### src/rtl/sr_latch_driver.sv
// Sequences a single write into an external SR latch: set up S/R, pulse En,
// let the latch settle, then compare the read-back Q against the target.
module sr_latch_driver #(
    parameter int PULSE_CYCLES  = 2,
    parameter int SETTLE_CYCLES = 1
) (
    input  logic       clk,
    input  logic       rst,
    input  logic       req_valid,
    input  logic       req_value,
    output logic       req_ready,
    input  logic       q_in,
    output logic       En,
    output logic       S,
    output logic       R,
    output logic       busy,
    output logic       done,
    output logic       error,
    output logic [7:0] fail_count
);

    typedef enum logic [2:0] {
        IDLE,
        SETUP,
        PULSE,
        SETTLE,
        CHECK
    } state_t;

    localparam logic [7:0] PULSE_LOAD  = 8'(PULSE_CYCLES - 1);
    localparam logic [7:0] SETTLE_LOAD = 8'(SETTLE_CYCLES - 1);

    function automatic logic [7:0] sat_inc(input logic [7:0] v);
        return (v == 8'hFF) ? v : v + 8'd1;
    endfunction

    state_t     state_q;
    logic       target_q;
    logic       err_q;
    logic [7:0] cnt_q;
    logic [7:0] fail_q;
    logic [7:0] fail_d;
    logic       drive;

    assign fail_d = sat_inc(fail_q);

    always_ff @(posedge clk or posedge rst) begin
        if (rst) begin
            state_q  <= IDLE;
            target_q <= 1'b0;
            err_q    <= 1'b0;
            cnt_q    <= 8'd0;
            fail_q   <= 8'd0;
        end else begin
            case (state_q)
                IDLE: begin
                    if (req_valid) begin
                        target_q <= req_value;
                        state_q  <= SETUP;
                    end
                end
                SETUP: begin
                    cnt_q   <= PULSE_LOAD;
                    state_q <= PULSE;
                end
                PULSE: begin
                    if (cnt_q == 8'd0) begin
                        cnt_q   <= SETTLE_LOAD;
                        state_q <= SETTLE;
                    end else begin
                        cnt_q <= cnt_q - 8'd1;
                    end
                end
                SETTLE: begin
                    // Q is sampled at the edge that closes the last settle cycle
                    if (cnt_q == 8'd0) begin
                        err_q   <= q_in ^ target_q;
                        state_q <= CHECK;
                    end else begin
                        cnt_q <= cnt_q - 8'd1;
                    end
                end
                CHECK: begin
                    if (err_q) begin
                        fail_q <= fail_d;
                    end
                    state_q <= IDLE;
                end
                default: state_q <= IDLE;
            endcase
        end
    end

    // Outputs decode straight from state so reset clears them without waiting for a clock
    assign drive      = (state_q == SETUP) || (state_q == PULSE);
    assign S          = drive & target_q;
    assign R          = drive & ~target_q;
    assign En         = (state_q == PULSE);
    assign busy       = (state_q != IDLE);
    assign done       = (state_q == CHECK);
    assign error      = done & err_q;
    assign req_ready  = (state_q == IDLE) & ~rst;
    assign fail_count = fail_q;

endmodule

### config.mk
export PLATFORM = sky130hd
export DESIGN_NAME = sr_latch_driver
export DESIGN_NICKNAME = d
export VERILOG_FILES = /design/src/rtl/sr_latch_driver.sv
export SDC_FILE = /design/constraint.sdc
export NUM_CORES = 1
export LEC_CHECK = 0
export BUFFER_PORTS_ARGS = -buffer_cell sky130_fd_sc_hd__buf_2
export CORE_ASPECT_RATIO = 0.8
export CORE_MARGIN = 2
export CORE_UTILIZATION = 50
export CTS_CLUSTER_DIAMETER = 60
export CTS_CLUSTER_SIZE = 30
export DETAILED_ROUTE_END_ITERATION = 8
export PLACE_DENSITY = 0.72
export SLEW_MARGIN = 5
export SYNTH_ARGS = -nofsm -noshare
export SYNTH_HDL_FRONTEND = slang
export SYNTH_SLANG_ARGS = --single-unit
### constraint.sdc
create_clock -name clk -period 2.05 [get_ports clk]
set_input_delay 0.205 -clock clk [delete_from_list [all_inputs] [get_ports clk]]
set_output_delay 0.205 -clock clk [all_outputs]
set_load 0.005 [all_outputs]
==> impl_metrics.toml, run 1 <==
[worst_hold_path]
hold_path_class = "input port to asynchronous set/reset pin"

[synthesis]
syn_inst = 122
ys_types = 36
synth_edf_count = 0
netlist_area_sq_um = 1180
yosysWarnings = 0
yosysTopAreaCellShare = 0.444
synth_nets = 130
synth_top_area_cell = "dfrtp_1"
synth.avg_cell_area_sq_um = 9.71
seq_area_frac_synth = 0.444
synthArstFlopShare = 1.00
netlist_top_cells_area = "dfrtp_1, xor2_1, ha_1"
ys_ff_latch = 21
synth_flop_cell = "dfrtp_1"

[route]
wirelength_mm = 2.43
detail-route-antenna-nets = 0
wl_per_cell_um = 14.5
drc = 0
vias = 960
drtPass1Iterations = 4
first_iter_violations = 23
viasPerCell = 5.75

[floorplanning]
die_y_um = 47.5
dieArea_sq_um = 2780
top_level_ports = 20
die_w_um = 58.4
core_sq_um = 2200
initial_utilization = 0.540
row_count = 15

[timing]
slew_headroom = 0.468
final.period_utilization = 0.897
tightestPinTransition_ns = 0.797
hold_ws_ns = 0.0369
max_freq_mhz = 544
finalHoldViolations = 0
finalClockSkew_ns = 0.00148
setup_tns_ns = 0
grt_setup_unrepaired = "false"
slew_violations = 0
setup_viol = 0
fin_crit_ns = 1.84

[worst_setup_path]
worst_setup_path_start_kind = "register"
worstPathRequired_ns = 1.85
endpoint_kind = "primary output"
crit_path_max_fanout = 15
worstPathArrival_ns = 1.63
critPathKind = "register to primary output"

[finish]
finalNetCount = 151
fin_cells = 167
final_common_cell = "dfrtp_1"
diodes = 0
area_growth_pct = 11.6
drive_gt1_frac = 0.211
final_cell_mix = "dfrtp_1, buf_2, nor2_1"

[global_routing]
use_met3 = 0.0595
overflow = 0
grt_pass1_wl_mm = 4.13
grt_pass1_vias = 878
antenna_found_initial = 0
grt.met1_usage = 0.292
top_usage_layer = "met2"
grt_max_degree = 22
grt_usage = 0.207
grtUsageMet2 = 0.319

[run_status]
status = "completed"

[pwr]
combPwrFrac = 0.443
intPower_uw = 977
netSwitchingPower_uw = 713
clockPowerShare = 0.121
vdd_drop_max_mv = 0.908
pwr-share-seq = 0.436
switching_share = 0.422
p_leak_uw = 0.000638
p_per_area_nw_per_um2 = 1280

[place]
numPortBuffers = 19
dp_cells = 163
hpwl_mm = 1.80
place_congestion = 0.881

[clock_tree]
htree_levels = 1
cts-buffers-inserted = 3
cts_tree = "built"
clock_latency_ns = 0.31
clock_sinks = 21
cts_resized = 0
clockBufferDepth = 2
post_cts_buffers = 0
clkTransAtPathRegs_ns = 0.11
ctsHoldBuffers = 0
cts_root_buffer = "clkbuf_4"

[job]
max_cap_viol_count = 0
-- cell usage after synthesis, drive strengths merged (2+ instances only) --
cell,number
nand4,3
ha,3
inv,6
nor2b,4
nand2,9
nand3,6
a21oi,5
and2,3
xor2,5
xnor2,4
o21ai,7
clkbuf,3
nor3,6
o211ai,3
mux2,2
nor3b,2
a22o,2
nor2,10
nand2b,5
dfrtp,21
a31oi,3
-- power by group through the flow --
stage | clock, uW | sequential (uW) | combinational, uW
after CTS | 205 | 732 | 744
after global placement | 0 | 735 | 728
after global routing | 221 | 759 | 849
after floorplan | 0 | 662 | 621
after detailed placement | 0 | 741 | 737
final | 204 | 737 | 749
-- sequential cells by signal (all words and copies together) (netlist names) --
| signal | cells |
|---|---|
| target_q | 1 |
| fail_count | 8 |
| cnt_q | 8 |
| err_q | 1 |
| state_q | 3 |
-- cell families after synthesis --
family                   count (synthesis)  synth area share
AND/OR/NAND/NOR                         52             0.264
multiplexers                             2            0.0190
flip-flops                              21             0.444
adder cells (fa/ha/maj)                  3            0.0317
XOR/XNOR                                 9            0.0665
buffers and inverters                   10            0.0380
AO/OA/AOI/OAI                           25             0.137
-- worst max-delay path: stages, from the launching register on --
cell and delay, ns:
dfrtp_1 0.63, nand2b_1 0.30, a21oi_1 0.11, and2_1 0.17, buf_2 0.12
-- through the flow --
stage	setup slack, ns	total power (uW)	cell area [sq um]	util
floorplan	0.535	1280	1180	-
global placement	0.456	1460	1300	0.590
detailed placement	0.389	1480	1300	0.590
CTS	0.233	1680	1320	0.602
global route	0.0797	1830	1320	0.602
finish	0.212	1690	1320	0.602
-- metal layers --
metal / wire length [um] / vias to the layer above
li1: - / 470
met1: 1160 / 447
met2: 1050 / 38
met3: 186 / 5
met4: 31 / 0
met5: 0 / -
-- final timing paths --
kind                                from       endpoint  slack [ns]  depth (start not counted)
max reg2reg                     cnt_q[0]       cnt_q[1]        0.32                          6
max                           state_q[1]              S        0.21                          4
min reg2reg                fail_count[5]  fail_count[5]        0.51                          1
min                                  rst     state_q[0]        0.04                          2
min in group clk               req_value       target_q        0.12                          2
max in group asynchronous            rst  fail_count[3]        1.52                          2
-- cell type report --
class	count	area, sq um
clock buffer	4	26.3
fill	192	873
inverter	6	22.5
multi-input combinational	91	614
sequential	21	526
tap	25	31.3
timing repair buffer	20	103
Note: power is estimated with default switching activity, not from simulation.
==> run 2: changes to the inputs <==
REMOVE_ABC_BUFFERS = 1   (was not set)
==> impl_metrics.toml, run 2 (same netlist as run 1, synthesis figures left out) <==
[clock_tree]
post_cts_buffers = 0
clkTransAtPathRegs_ns = 0.12
cts_tree = "built"
cts_root_buffer = "clkbuf_4"
clock_latency_ns = 0.31
cts-buffers-inserted = 3
clockBufferDepth = 2
clock_sinks = 21
ctsHoldBuffers = 0
cts_resized = 0
htree_levels = 1

[timing]
fin_crit_ns = 1.87
finalClockSkew_ns = 0.0132
finalHoldViolations = 0
max_freq_mhz = 536
final.period_utilization = 0.910
setup_tns_ns = 0
hold_ws_ns = 0.0182
tightestPinTransition_ns = 0.774
grt_setup_unrepaired = "false"
slew_headroom = 0.484
setup_viol = 0
slew_violations = 0

[route]
drc = 0
viasPerCell = 5.76
wirelength_mm = 2.38
drtPass1Iterations = 4
first_iter_violations = 16
vias = 962
wl_per_cell_um = 14.3
detail-route-antenna-nets = 0

[worst_hold_path]
hold_path_class = "input port to asynchronous set/reset pin"

[pwr]
p_per_area_nw_per_um2 = 1270
vdd_drop_max_mv = 0.837
p_leak_uw = 0.000641
total_power_uw = 1680

[global_routing]
overflow = 0
grt_max_degree = 22
grt_pass1_wl_mm = 4.29
grt_usage = 0.209
antenna_found_initial = 0
grt_pass1_vias = 966

[worst_setup_path]
crit_path_max_fanout = 15
worstPathRequired_ns = 1.85
crit_start = "state_q[1]"
reg2reg_slack_ns = 0.32
critPathKind = "register to primary output"
endpoint_kind = "primary output"
worst_setup_path_start_kind = "register"
worstPathArrival_ns = 1.66
rr_endpoint = "cnt_q[1]"
r2r_cells = 6
reg2reg_from = "cnt_q[0]"

[floorplanning]
initial_utilization = 0.540
top_level_ports = 20
die_w_um = 58.4
core_sq_um = 2200
row_count = 15
dieArea_sq_um = 2780
die_y_um = 47.5

[job]
max_cap_viol_count = 0

[run_status]
status = "completed"

[place]
numPortBuffers = 19
place_area_sq_um = 1300
hpwl_mm = 1.79
place_congestion = 0.871

[finish]
finish.instance_area_sq_um = 1320
final_cell_mix = "dfrtp_1, buf_2, nor2_1"
drive_gt1_frac = 0.218
area_growth_pct = 11.7
nFillCells = 202
diodes = 0
finalNetCount = 151
final_common_cell = "dfrtp_1"
-- run 2: cell types whose count changed in the layout (fill, tap and decap cells not counted), sizes merged --
| cell | change |
|---|---|
| clkinv | +1 |
| clkbuf | -1 |
-- run 2: worst max-delay path: stages (launching register included) --
cell and delay [ns]:
dfrtp_1 0.56, nand2b_1 0.33, a21oi_1 0.21, nor2b_1 0.14, buf_2 0.12
-- run 2: worst max-delay path by stage --
stage               slack (ns)       end  cells past startpoint
global placement          0.45  cnt_q[1]                      6
CTS                       0.18         R                      4
floorplan                 0.53  cnt_q[1]                      6
finish                    0.18         R                      4
global route              0.10         R                      4
detailed placement        0.37  cnt_q[1]                      6
-- run 2: per-layer routing --
| metal | GRT usage | share of wire | vias to the layer above | routed length [um] |
|---|---|---|---|---|
| met4 | 0.0419 | 0.0088 | 0 | 21 |
| met2 | 0.355 | 0.45 | 23 | 1070 |
| met5 | 0 | 0 | - | 0 |
| met3 | 0.0595 | 0.049 | 5 | 117 |
| met1 | 0.275 | 0.49 | 461 | 1170 |
| li1 | - | - | 473 | - |
-- run 2: per-stage QoR --
step / instances / util / setup slack (ns)
after floorplan: 118 / - / 0.532
after global placement: 163 / 0.590 / 0.451
after detailed placement: 163 / 0.590 / 0.368
after CTS: 167 / 0.603 / 0.176
after global routing: 167 / 0.603 / 0.104
final: 167 / 0.603 / 0.184
-- run 2: area by class of cell --
class                      count  area, sq um  area share
inverter                       6         22.5      0.0170
tap                           25         31.3      0.0236
sequential                    21          526       0.397
multi-input combinational     91          614       0.464
clock inverter                 1         5.00     0.00378
timing repair buffer          20          103      0.0775
clock buffer                   3         22.5      0.0170
-- run 2: power by group --
part	switching, uW	total (uW)	internal, uW
clock network	130	203	73.0
logic	376	737	361
registers	198	737	540
total	703	1680	974
